--- src/rtl/uart_rx_fifo.sv ---
// uart_rx_fifo
//   Receive half of the UART. Deserialises start / 8 data (LSB first) /
//   parity / stop frames from the asynchronous rx pin, drops frames with a
//   bad stop bit or bad parity, and queues good bytes in a synchronous FIFO
//   that the host drains with rd_en.
//
// Parameters
//   FIFO_WIDTH   : FIFO data width; a frame always carries 8 data bits
//   FIFO_DEPTH   : FIFO entries, power of two, >= 2
//   ODD_PARITY   : 1 = odd parity, 0 = even parity
//   CLKS_PER_BIT : UART_clk cycles per serial bit, even, >= 4
//
// Ports
//   UART_clk   in  : single clock, rising edge
//   rst        in  : synchronous active-high reset
//   rx         in  : asynchronous serial line, idle high
//   rx_enable  in  : 1 = a new frame may start (does not abort a frame)
//   rd_en      in  : pop one FIFO entry, ignored when empty
//   data_out   out : registered read data, valid the cycle after rd_en
//   empty      out : FIFO holds no entries
//   full       out : FIFO holds FIFO_DEPTH entries
//   parity_err out : one-cycle pulse, frame dropped on parity mismatch
//   frame_err  out : one-cycle pulse, frame dropped on stop bit == 0
//   overflow   out : one-cycle pulse, good frame dropped because FIFO full
module uart_rx_fifo #(
  parameter int FIFO_WIDTH   = 8,
  parameter int FIFO_DEPTH   = 16,
  parameter int ODD_PARITY   = 1,
  parameter int CLKS_PER_BIT = 16
) (
  input  logic                  UART_clk,
  input  logic                  rst,
  input  logic                  rx,
  input  logic                  rx_enable,
  input  logic                  rd_en,
  output logic [FIFO_WIDTH-1:0] data_out,
  output logic                  empty,
  output logic                  full,
  output logic                  parity_err,
  output logic                  frame_err,
  output logic                  overflow
);

  localparam int CNT_W = $clog2(CLKS_PER_BIT);
  localparam int PTR_W = $clog2(FIFO_DEPTH);
  localparam int OCC_W = $clog2(FIFO_DEPTH + 1);

  localparam logic [CNT_W-1:0] CNT_HALF = CNT_W'(CLKS_PER_BIT / 2 - 1);
  localparam logic [CNT_W-1:0] CNT_LAST = CNT_W'(CLKS_PER_BIT - 1);
  localparam logic             PAR_ODD  = (ODD_PARITY != 0);

  typedef enum logic [2:0] {
    S_IDLE,
    S_START,
    S_DATA,
    S_PARITY,
    S_STOP
  } state_t;

  // ---------------------------------------------------------------------
  // rx synchroniser; both flops reset to the idle level so a reset never
  // looks like a start bit.
  // ---------------------------------------------------------------------
  logic rx_meta;
  logic rx_s;

  // NOTE: sequential state is always written with non-blocking assignments
  // so every flop samples the pre-edge value of its neighbours.
  always_ff @(posedge UART_clk) begin
    if (rst) begin
      rx_meta <= 1'b1;
      rx_s    <= 1'b1;
    end else begin
      rx_meta <= rx;
      rx_s    <= rx_meta;
    end
  end

  // ---------------------------------------------------------------------
  // Receive FSM
  // ---------------------------------------------------------------------
  state_t           state_q, state_d;
  logic [CNT_W-1:0] cnt_q, cnt_d;
  logic [2:0]       idx_q, idx_d;
  logic [7:0]       shift_q, shift_d;
  logic             par_q, par_d;
  logic             stop_strobe;

  always_ff @(posedge UART_clk) begin
    if (rst) begin
      state_q <= S_IDLE;
      cnt_q   <= '0;
      idx_q   <= '0;
      shift_q <= '0;
      par_q   <= 1'b0;
    end else begin
      state_q <= state_d;
      cnt_q   <= cnt_d;
      idx_q   <= idx_d;
      shift_q <= shift_d;
      par_q   <= par_d;
    end
  end

  // NOTE: every signal written here gets a default first, so no path can
  // leave a value unassigned and infer a latch.
  always_comb begin
    state_d     = state_q;
    cnt_d       = cnt_q + CNT_W'(1);
    idx_d       = idx_q;
    shift_d     = shift_q;
    par_d       = par_q;
    stop_strobe = 1'b0;

    unique case (state_q)
      S_IDLE: begin
        cnt_d = '0;
        if (rx_enable && !rx_s) state_d = S_START;
      end
      S_START: begin
        // Mid-bit recheck rejects glitches shorter than half a bit.
        if (cnt_q == CNT_HALF) begin
          cnt_d = '0;
          idx_d = '0;
          state_d = rx_s ? S_IDLE : S_DATA;
        end
      end
      S_DATA: begin
        if (cnt_q == CNT_LAST) begin
          cnt_d   = '0;
          shift_d = {rx_s, shift_q[7:1]};
          idx_d   = idx_q + 3'd1;
          if (idx_q == 3'd7) state_d = S_PARITY;
        end
      end
      S_PARITY: begin
        if (cnt_q == CNT_LAST) begin
          cnt_d   = '0;
          par_d   = rx_s;
          state_d = S_STOP;
        end
      end
      S_STOP: begin
        // Return to IDLE on the stop sample itself so a start bit that
        // immediately follows this stop bit is not missed.
        if (cnt_q == CNT_LAST) begin
          cnt_d       = '0;
          stop_strobe = 1'b1;
          state_d     = S_IDLE;
        end
      end
      default: state_d = S_IDLE;
    endcase
  end

  // Frame evaluation on the stop-sample edge; exactly one outcome fires.
  logic parity_ok;
  logic frame_bad;
  logic parity_bad;
  logic frame_good;
  logic wr_en;
  logic rd_do;

  assign parity_ok  = ((^shift_q) ^ par_q) == PAR_ODD;
  assign frame_bad  = stop_strobe && !rx_s;
  assign parity_bad = stop_strobe && rx_s && !parity_ok;
  assign frame_good = stop_strobe && rx_s && parity_ok;

  // A full FIFO still accepts a write when the same edge pops an entry.
  assign wr_en = frame_good && (!full || rd_en);
  assign rd_do = rd_en && !empty;

  always_ff @(posedge UART_clk) begin
    if (rst) begin
      parity_err <= 1'b0;
      frame_err  <= 1'b0;
      overflow   <= 1'b0;
    end else begin
      parity_err <= parity_bad;
      frame_err  <= frame_bad;
      overflow   <= frame_good && !wr_en;
    end
  end

  // ---------------------------------------------------------------------
  // Synchronous FIFO
  // ---------------------------------------------------------------------
  logic [FIFO_WIDTH-1:0] mem [FIFO_DEPTH];
  logic [PTR_W-1:0]      wr_ptr_q;
  logic [PTR_W-1:0]      rd_ptr_q;
  logic [OCC_W-1:0]      count_q;

  assign empty = (count_q == '0);
  assign full  = (count_q == OCC_W'(FIFO_DEPTH));

  // NOTE: the storage array has no reset; flushing is done by clearing the
  // pointers and occupancy, and stale contents are never readable.
  always_ff @(posedge UART_clk) begin
    if (wr_en) mem[wr_ptr_q] <= FIFO_WIDTH'(shift_q);
  end

  always_ff @(posedge UART_clk) begin
    if (rst) begin
      wr_ptr_q <= '0;
      rd_ptr_q <= '0;
      count_q  <= '0;
      data_out <= '0;
    end else begin
      if (wr_en) wr_ptr_q <= wr_ptr_q + PTR_W'(1);
      if (rd_do) begin
        rd_ptr_q <= rd_ptr_q + PTR_W'(1);
        data_out <= mem[rd_ptr_q];
      end
      unique case ({wr_en, rd_do})
        2'b10:   count_q <= count_q + OCC_W'(1);
        2'b01:   count_q <= count_q - OCC_W'(1);
        default: count_q <= count_q;
      endcase
    end
  end

endmodule

--- config.mk ---
export PLATFORM = sky130hd
export DESIGN_NAME = uart_rx_fifo
export DESIGN_NICKNAME = d
export VERILOG_FILES = /design/src/rtl/uart_rx_fifo.sv
export SDC_FILE = /design/constraint.sdc
export NUM_CORES = 1
export LEC_CHECK = 0
export CORE_MARGIN = 2
export CORE_UTILIZATION = 40
export CTS_BUF_LIST = sky130_fd_sc_hd__clkbuf_4 sky130_fd_sc_hd__clkbuf_8 sky130_fd_sc_hd__clkbuf_16
export CTS_CLUSTER_SIZE = 8
export DETAILED_ROUTE_END_ITERATION = 6
export MAX_ROUTING_LAYER = met4
export PLACE_DENSITY_LB_ADDON = 0.08
export SLEW_MARGIN = 20
export SYNTH_ARGS = -nofsm -noshare
export SYNTH_HDL_FRONTEND = slang
export SYNTH_SLANG_ARGS = --single-unit
--- constraint.sdc ---
create_clock -name UART_clk -period 3.2 [get_ports UART_clk]
set_clock_uncertainty 0.05 [all_clocks]
set_input_delay 0.48 -clock UART_clk [delete_from_list [all_inputs] [get_ports UART_clk]]
set_output_delay 0.48 -clock UART_clk [all_outputs]
set_load 0.1 [all_outputs]
---- Yosys cells after proc, flatten, opt, wreduce, memory -nomap -nowiden ----
Memory sizes are Yosys's and may differ from the RTL's. A register that Yosys moved wholly into a read port is not among the register bits.
Cells that the tools add are included.
word-level totals
  output and inout port bits .............. 13
  word-level logic and storage cells ...... 80
  bits in writable memories ............... 128
  memories ................................ 1
  register bits after elaboration ......... 37
memory list
  name  depth  bits a word  read ports  clocked after Yosys merged registers in  wr ports  RTL line  text
  mem   16     8            1           1                                        1         188       logic [FIFO_WIDTH-1:0] mem [FIFO_DEPTH];
cells by class
  reductions and logical operators ........ 24
  muxes and demuxes ....................... 19
  eq/ne operators ......................... 16
  bitwise gates (word level) .............. 1
  $add $sub $neg .......................... 6
operators by type and width
  kind                 count
  $mux 3               8
  $pmux 3 s5           1
  $add 4x1->4 const B  3
  $ne 2x2->1 const B   6
  $pmux 4 s3           1
  $pmux 5 s2           1
  $logic_and 1x1->1    8
  $mux 4               2
  $reduce_xor 8->1     1
  $eq 3x2->1 const B   2
  $eq 3x3->1 const B   2
  $pmux 3 s2           1
  $reduce_and 6->1     1
  $add 5x1->5 const B  1
  $eq 5x5->1 const B   1
  $logic_not 1->1      5
  $logic_not 5->1      1
  $sub 5x1->5 const B  1
  $eq 4x3->1 const B   1
  $eq 4x4->1 const B   1
  $mux 1               4
  $reduce_and 2->1     2
  $reduce_bool 2->1    2
  $add 3x1->3 const B  1
  other kinds (9)      9

---- Longest topological paths before layout ----
Gate-level depths: netlist of the first run.
  word-level depth ........................ 8
  mapped depth ............................ 13
  gate-level depth less buffers ........... 12

---- Worst setup path before layout of the first run ----
Ideal clock, no wire load.
  path type ............................... reg-to-reg
  from .................................... register shift_q[1]
  to ...................................... register count_q[4]
  cell stages (with the launch flop) ...... 12
  buffers on the path ..................... 0
  required time ........................... 3,080 ps
  arrival ................................. 3,157 ps
  setup time .............................. 70 ps
  slack ................................... -78 ps
  cell sequence ........................... dfxtp_1 > xor2_1 > xnor3_2 > xor2_1 > nand2_1 > ha_1 > fa_1 > a21o_1 > a21oi_1 > xor2_1 > or3_1 > a21oi_1
on the way
  word-level cells in the longest chain between the ends .. 6
  elaborated cells between the ends (all ways) .. 8
  classes of those cells .................. eq/ne: 2; mux: 1; bitwise: 1; reduce/logical: 4
ends and longest elaborated chain
  element                                          RTL line  text
  start, declared                                  85        logic [7:0] shift_q, shift_d;
  start signal, assigned                           100       shift_q <= shift_d;
  $reduce_xor 8->1 (*)                             164       assign parity_ok = ((^shift_q) ^ par_q) == PAR_ODD;
  $xor 1x1->1 (*)                                  164
  $logic_and 1x1->1 (*)                            167       assign frame_good = stop_strobe && rx_s && parity_ok;
  $logic_and 1x1->1 (*)                            170       assign wr_en = frame_good && (!full || rd_en);
  $eq 2x1->1 or $eq 2x2->1 (tied branches)         214       unique case ({wr_en, rd_do})
  $pmux 5 s2 or $reduce_bool 2->1 (tied branches)  -
  end signal, assigned                             215       2'b10: count_q <= count_q + OCC_W'(1);
  end signal, assigned                             216       2'b01: count_q <= count_q - OCC_W'(1);
  end signal, assigned                             217       default: count_q <= count_q;
  end, declared                                    191       logic [OCC_W-1:0] count_q;
Every way passes the cells marked *; elsewhere a longest branch is shown, timed or not.
A chain may end at the register's enable or synchronous reset.

---- Worst setup path in the final report of the first run ----
  from .................................... register cnt_q[0]
  to ...................................... register count_q[4]
on the way
  word-level cells in the longest chain between the ends .. 8
  elaborated cells between the ends (all ways) .. 10
  classes of those cells .................. eq/ne: 3; mux: 3; reduce/logical: 4
ends and longest elaborated chain
  element                                          RTL line  text
  start, declared                                  83        logic [CNT_W-1:0] cnt_q, cnt_d;
  start signal, assigned                           98        cnt_q <= cnt_d;
  $eq 4x4->1 (*)                                   146       if (cnt_q == CNT_LAST) begin
  $mux 1 (*)                                       146
  $mux 1 (*)                                       115       unique case (state_q)
  $logic_and 1x1->1 (*) (2 in series)              167
  $logic_and 1x1->1 (*)                            170
  $eq 2x1->1 or $eq 2x2->1 (tied branches)         214
  $pmux 5 s2 or $reduce_bool 2->1 (tied branches)  -
Marks and branches as above.

==> results of run 1 <==
layout by cell type (no fill, tap or decap), types with 3 or more instances in the layout:
cell / instances
sky130_fd_sc_hd__dfxtp_1: 44
sky130_fd_sc_hd__ha_1: 10
sky130_fd_sc_hd__nand3b_1: 3
sky130_fd_sc_hd__xnor2_1: 8
sky130_fd_sc_hd__a22oi_1: 17
sky130_fd_sc_hd__inv_1: 8
sky130_fd_sc_hd__clkinv_4: 5
sky130_fd_sc_hd__a21oi_1: 30
sky130_fd_sc_hd__buf_4: 46
sky130_fd_sc_hd__nand2b_1: 3
sky130_fd_sc_hd__mux2i_1: 12
sky130_fd_sc_hd__clkbuf_16: 17
sky130_fd_sc_hd__clkinv_2: 3
sky130_fd_sc_hd__nand2_1: 10
sky130_fd_sc_hd__o21ai_0: 6
sky130_fd_sc_hd__xor2_1: 7
sky130_fd_sc_hd__nor2_1: 47
sky130_fd_sc_hd__nor2b_1: 3
sky130_fd_sc_hd__or4_1: 3
sky130_fd_sc_hd__clkdlybuf4s50_1: 5
sky130_fd_sc_hd__nor3_1: 6
sky130_fd_sc_hd__nand3_1: 13
sky130_fd_sc_hd__nand4_1: 3
sky130_fd_sc_hd__and2_1: 4
sky130_fd_sc_hd__edfxtp_1: 128
sky130_fd_sc_hd__mux4_2: 32
layer usage:
layer / vias to the layer above / routed length (microns) / share of wire / track usage
met5: - / 0 / 0 / -
met4: 0 / 239 / 0.017 / 0.0700
met3: 10 / 735 / 0.052 / 0.0455
met2: 83 / 6430 / 0.46 / 0.243
met1: 1849 / 6640 / 0.47 / 0.233
li1: 1807 / - / - / -
sequential cells by signal, summed over array words and instances (netlist names):
signal	cells
shift_q	8
rx_s	1
mem	128
overflow	1
parity_err	1
rx_meta	1
data_out	8
state_q	3
count_q	5
rd_ptr_q	4
wr_ptr_q	4
cnt_q	4
par_q	1
frame_err	1
idx_q	3
cells in the mapped netlist, types with 2 or more instances:
master,number
sky130_fd_sc_hd__a21o_1,2
sky130_fd_sc_hd__xnor2_1,8
sky130_fd_sc_hd__or4_1,3
sky130_fd_sc_hd__edfxtp_1,128
sky130_fd_sc_hd__nand4_1,3
sky130_fd_sc_hd__nand2b_1,3
sky130_fd_sc_hd__a211oi_1,2
sky130_fd_sc_hd__nand3_1,13
sky130_fd_sc_hd__buf_2,6
sky130_fd_sc_hd__a2111oi_0,2
sky130_fd_sc_hd__ha_1,12
sky130_fd_sc_hd__o21ai_0,6
sky130_fd_sc_hd__nor2_1,47
sky130_fd_sc_hd__clkbuf_1,12
sky130_fd_sc_hd__a22oi_1,17
sky130_fd_sc_hd__xor2_1,8
sky130_fd_sc_hd__inv_1,8
sky130_fd_sc_hd__or2_2,2
sky130_fd_sc_hd__and2_1,4
sky130_fd_sc_hd__mux4_2,32
sky130_fd_sc_hd__buf_6,2
sky130_fd_sc_hd__nand3b_1,3
sky130_fd_sc_hd__nor4_1,2
sky130_fd_sc_hd__mux2i_1,12
sky130_fd_sc_hd__o31ai_1,2
sky130_fd_sc_hd__nand2_1,10
sky130_fd_sc_hd__dfxtp_1,45
sky130_fd_sc_hd__a21oi_1,30
sky130_fd_sc_hd__buf_1,5
sky130_fd_sc_hd__nor3_1,6
sky130_fd_sc_hd__nor2b_1,3
stage by stage:
stage / setup WS [ns] / total power, mW
final: 0.187 / 4.23
after detailed placement: 0.0530 / 2.45
after floorplan: 0.0130 / 2.44
after global routing: 0.0138 / 4.38
after global placement: 0.145 / 2.45
after CTS: 0.0467 / 4.28
final cells by class:
type                    count  area, sq um
multi-input cells         242         2080
flip-flops and latches    173         4750
well taps                 225          282
fillers                  1555         9120
clock inverters            14         98.8
inverters                   8         30.0
repair buffers             51          395
clock buffers              17          425
power by group:
part           switching (mW)  internal, mW  leakage [nW]
Combinational          0.0110       0.00750         0.925
Sequential            0.00150          2.38          1.55
Clock                   0.844         0.987         0.254
worst max-delay path: stages (launching register included):
cell	delay (ns)
sky130_fd_sc_hd__dfxtp_1	0.35
sky130_fd_sc_hd__ha_2	0.23
sky130_fd_sc_hd__and3_1	0.25
sky130_fd_sc_hd__nand4_1	0.19
sky130_fd_sc_hd__and2b_1	0.26
sky130_fd_sc_hd__nand2_1	0.06
sky130_fd_sc_hd__ha_2	0.23
sky130_fd_sc_hd__fa_1	0.41
sky130_fd_sc_hd__a21o_1	0.20
sky130_fd_sc_hd__a21oi_1	0.17
sky130_fd_sc_hd__xor2_1	0.09
sky130_fd_sc_hd__or3_1	0.31
sky130_fd_sc_hd__a21oi_1	0.14
worst paths after layout:
path / end / cells after the start
setup / recovery: count_q[4] / 12
hold / removal: rx_s / 1
setup reg to reg: count_q[4] / 12
hold reg to reg: rx_s / 1
logic make-up after synthesis:
group	Yosys count	synth area share
XOR/XNOR	17	0.0235
AO/OA/AOI/OAI	65	0.0582
multiplexers	44	0.121
buffers and inverters	33	0.0210
adder cells (fa/ha/maj)	13	0.0244
flip-flops	173	0.682
AND/OR/NAND/NOR	103	0.0703
what timing repair did:
item,CTS,global route
resized for setup,0,2
setup buffers,0,1
hold buffers,0,0
setup endpoints to repair,0,1
==> impl_results.md, run 1 <==
* Outcome: finished clean
* Worst Setup Path Type: reg2reg
* Startpoint of the most critical register-to-register path: cnt_q[0]
* Buffer levels on the longest clock path at 2
* Final design instance area without fill at 8060 sq um
* Placer's final routability congestion estimate at 0.819
* Initial core utilization at 0.405
* Area Overhead vs Synth at 15.8%
* Cell row count at 48
* Final Max Slew Viols at 0
* CTS root buf: sky130_fd_sc_hd__clkbuf_16
* Cells after Synth at 448
* Remaining design rule violation count at 0
* DRT iter0 DRCs at 307
* Leak pwr at 2.73 nW
* Register area share after synthesis at 0.682
* Antenna Diode Count at 0
* Unrepaired setup endpoints after global routing: no
* Library cell with the largest summed area after synthesis: sky130_fd_sc_hd__edfxtp_1
* Yosys reg bits at 173
* Final setup violating endpoints at 0
* Fraction of final layout cells with drive strength greater than 1 at 0.228
* Ys async rst share at 0
* Cell area after technology mapping at 6960 sq um
* Crit path from: cnt_q[0]
* Clock net sink count at 173
* Avg Inst Size Synth at 15.5 sq um
* Number of vias in the routed layout at 3749
* Congestion Overflow GR at 0
* Number of placed instances with taps included at 698
* Via count of the first global-routing pass at 3762
* Full die area at 18500 sq um
* Hold_sp: rx_meta
* Clock latency reported for the late side of the worst-skew pair at 0.42 ns
* Largest net degree at the start of global routing at 44
* Data arrival time at the worst-slack endpoint at 3.31 ns
* Core ar. at 17200 sq um
* Total count of hold-check failures in the final report at 0
* Detailed Place HPWL at 9.04 mm
* Fin cells at 730
* Input/output buffers at 17
* CTS tree: yes
* Die Span Y at 136 microns
* Setup TNS after final layout at 0 ns
* Worst Hold Class: reg2reg
* Initial antenna violation count at 0
* Placed inst area at 7520 sq um
* Fin nets at 511
* Tmin final at 3.01 ns
* Number of library cell types mapped by synthesis at 41
* Clock-pin transition on the worst setup and hold timing paths at 0.06 ns
* First drt pass iteration count at 4
* Number of routed nets with antenna violations at 0
* Critical path data required time at 3.50 ns
* Global-route wire length before repair at 21.7 mm
* Worst-case hold slack at 0.357 ns
* Kind of end point of the critical path: flip-flop
* Count of yosys warnings during synthesis at 0
* Top cells by area in the synthesized netlist: sky130_fd_sc_hd__edfxtp_1 (55%), sky130_fd_sc_hd__dfxtp_1 (13%), sky130_fd_sc_hd__mux4_2 (10%)
* Proportion of netlist area held by the largest area contributor at 0.552
* Post-layout util at 0.469
* R2R setup slack at 0.19 ns
* Overall track demand over capacity in global routing at 0.171
* Critical path startpoint category: flip-flop
* Normalized max-slew margin at 0.350
* Die boundary width at 136 microns
* Count of max-cap constraint violations at 0
* DR vias/cell at 5.14
* Io pins at 18
* H-Tree Depth at 4
* Net count of the mapped netlist at 466
* Top FF cell, synth: sky130_fd_sc_hd__edfxtp_1
* Max FO, Critical Path at 5
* Worst VDD drop at 0.000388 V
* Period Utilization, post-route at 0.941
* Highest clock rate at 0.332 GHz
* EDFF count, synth at 128
* Final routed wire length divided by cell count at 19.2 microns
* Clock buffer count from CTS at 17
* Worst-Margin Slew at 0.972 ns
* WL final at 14.0 mm
* Pwr/cell area at 525 nW/um^2
Note: power is estimated with default switching activity, not from simulation.
==> run 2: changes to the inputs <==
--- a/config.mk
+++ b/config.mk
@@ -10,7 +10,6 @@
 export CTS_BUF_LIST = sky130_fd_sc_hd__clkbuf_4 sky130_fd_sc_hd__clkbuf_8 sky130_fd_sc_hd__clkbuf_16
 export CTS_CLUSTER_SIZE = 8
 export DETAILED_ROUTE_END_ITERATION = 6
-export MAX_ROUTING_LAYER = met4
 export PLACE_DENSITY_LB_ADDON = 0.08
 export SLEW_MARGIN = 20
 export SYNTH_ARGS = -nofsm -noshare
==> impl_results.md, run 2 (synthesis gave the netlist of run 1 again) <==
* Post-layout util at 0.469
* Input/output buffers at 17
* Initial core utilization at 0.405
* DR vias/cell at 5.20
* Smallest setup slack after layout at 0.186 ns
* Register bank with the most flops: mem
* Clock buffer count from CTS at 17
* # fillers at 1555
* Worst VDD drop at 0.000396 V
* # hold bufs at CTS at 0
* Detailed Place HPWL at 9.04 mm
* Period Utilization, post-route at 0.942
* Crit path from: cnt_q[0]
* Normalized max-slew margin at 0.350
* Core ar. at 17200 sq um
* Met2 capacity usage during global routing at 0.243
* H-Tree Depth at 4
* Clock-pin transition on the worst setup and hold timing paths at 0.06 ns
* Highest clock rate at 0.332 GHz
* Final routed wire length divided by cell count at 19.3 microns
* Largest net degree at the start of global routing at 44
* Clock net sink count at 173
* Met1 usage at 0.233
* Kind of end point of the critical path: flip-flop
* First drt pass iteration count at 5
* Overall track demand over capacity in global routing at 0.166
* DRT iter0 DRCs at 323
* Flip-flop count of the largest register, all copies and words added at 128
* Number of vias in the routed layout at 3796
* Buffer levels on the longest clock path at 2
* Setup slack after placement at 0.0530 ns
* Met3 Use GR at 0.0444
* WL final at 14.1 mm
* Most Crowded Layer GR: met2
* Worst-Margin Slew at 0.973 ns
* Unrepaired setup endpoints after global routing: no
* Clock latency reported for the late side of the worst-skew pair at 0.42 ns
* Most used cells in the layout excluding fill and tap cells: sky130_fd_sc_hd__edfxtp_1 (128), sky130_fd_sc_hd__nor2_1 (47), sky130_fd_sc_hd__buf_4 (46)
* CTS root buf: sky130_fd_sc_hd__clkbuf_16
* Max FO, Critical Path at 5
* Antenna Diode Count at 0
* Via count of the first global-routing pass at 3769
* Remaining design rule violation count at 0
* CTS tree: yes
* Startpoint of the most critical register-to-register path: cnt_q[0]
* Number of routed nets with antenna violations at 0
* Count of max-cap constraint violations at 0
* Pwr/cell area at 525 nW/um^2
* Final Max Slew Viols at 0
* Placer's final routability congestion estimate at 0.807
* Die Span Y at 136 microns
* Data arrival time at the worst-slack endpoint at 3.32 ns
* Global-route wire length before repair at 21.7 mm
* Initial antenna violation count at 0
* Setup TNS after final layout at 0 ns
* Most frequent standard cell in the layout excluding fill and tap cells: sky130_fd_sc_hd__edfxtp_1
* Die boundary width at 136 microns
* Maximum cell stage delay along the critical path at 0.42 ns
* Io pins at 18
* Area Overhead vs Synth at 15.8%
* Worst Setup Path Type: reg2reg
* Full die area at 18500 sq um
* Congestion Overflow GR at 0
* Standard cell with the maximum stage delay on the critical path: sky130_fd_sc_hd__fa_1
* Hold_sp: rx_meta
* Total count of hold-check failures in the final report at 0
* R2R setup slack at 0.19 ns
* Fin nets at 511
* Cell row count at 48
* Leak pwr at 2.73 nW
* Largest registers: mem x128, data_out x8, shift_q x8
* Cell breakdown of the critical path: ha_2, and3_1, nand4_1, and2b_1, nand2_1, ha_2, fa_1, a21o_1, a21oi_1, xor2_1, or3_1, a21oi_1
* Outcome: finished clean
* Final setup violating endpoints at 0
* Critical path data required time at 3.50 ns
* Critical path startpoint category: flip-flop
* Tmin final at 3.01 ns
* Fraction of final layout cells with drive strength greater than 1 at 0.228
* Worst Hold Class: reg2reg
[run 2: cell counts in the layout (fill, tap and decap cells not counted)]
Identical to the previous run, type by type.
[run 2: where the power goes]
part | internal [mW] | switching [mW] | total [mW] | leakage (nW)
sequential | 2.38 | 0.00150 | 2.38 | 1.55
clock | 0.986 | 0.848 | 1.83 | 0.254
combinational | 0.00750 | 0.0109 | 0.0184 | 0.925
[run 2: critical path, delay by kind of cell, from the launching register on]
family | cells | cell delay [ns]
compound gates | 3 | 0.51
xor+xnor | 1 | 0.09
fa+ha+maj | 3 | 0.88
flops | 1 | 0.35
simple gates | 5 | 1.06
[run 2: layout make-up]
| type | instances | area [sq um] | share of cell area |
|---|---|---|---|
| clock buffer | 17 | 425 | 0.0528 |
| multi-input combinational | 242 | 2080 | 0.258 |
| timing repair buffer | 51 | 395 | 0.0491 |
| clock inverter | 14 | 98.8 | 0.0123 |
| inverter | 8 | 30.0 | 0.00373 |
| sequential | 173 | 4750 | 0.589 |
| tap | 225 | 282 | 0.0349 |
[run 2: worst paths after layout]
kind,endpoint,depth (start not counted)
min reg2reg,rx_s,1
min,rx_s,1
max,count_q[4],12
max reg2reg,count_q[4],12
[run 2: through the flow]
step                total power [mW]  instance area, sq um  hold WS [ns]  std cells
floorplan                       2.44                  6970         0.339        448
global placement                2.45                  7520         0.347        698
detailed placement              2.45                  7520         0.342        698
CTS                             4.28                  8050         0.357        729
global route                    4.38                  8060         0.382        730
finish                          4.23                  8060         0.356        730
[run 2: per-layer routing]
layer | wire length [microns] | vias to the layer above | part of all wire
met5 | 0 | - | 0
li1 | - | 1806 | -
met4 | 322 | 0 | 0.023
met2 | 6290 | 76 | 0.45
met1 | 6780 | 1894 | 0.48
met3 | 710 | 20 | 0.050
[run 2: what timing repair did]
item                                    in CTS  in global routing
setup buffers                                0                  1
gates resized for setup                      0                  2
endpoints found under the setup margin       0                  1
==> run 3: changes to the inputs <==
--- a/config.mk
+++ b/config.mk
@@ -10,6 +10,7 @@
 export CTS_BUF_LIST = sky130_fd_sc_hd__clkbuf_4 sky130_fd_sc_hd__clkbuf_8 sky130_fd_sc_hd__clkbuf_16
 export CTS_CLUSTER_SIZE = 8
 export DETAILED_ROUTE_END_ITERATION = 6
+export GPL_ROUTABILITY_DRIVEN = 1
 export PLACE_DENSITY_LB_ADDON = 0.08
 export SLEW_MARGIN = 20
 export SYNTH_ARGS = -nofsm -noshare
==> results of run 3 <==
Same layout as run 2: the final DEF is identical, and so are final timing and power.
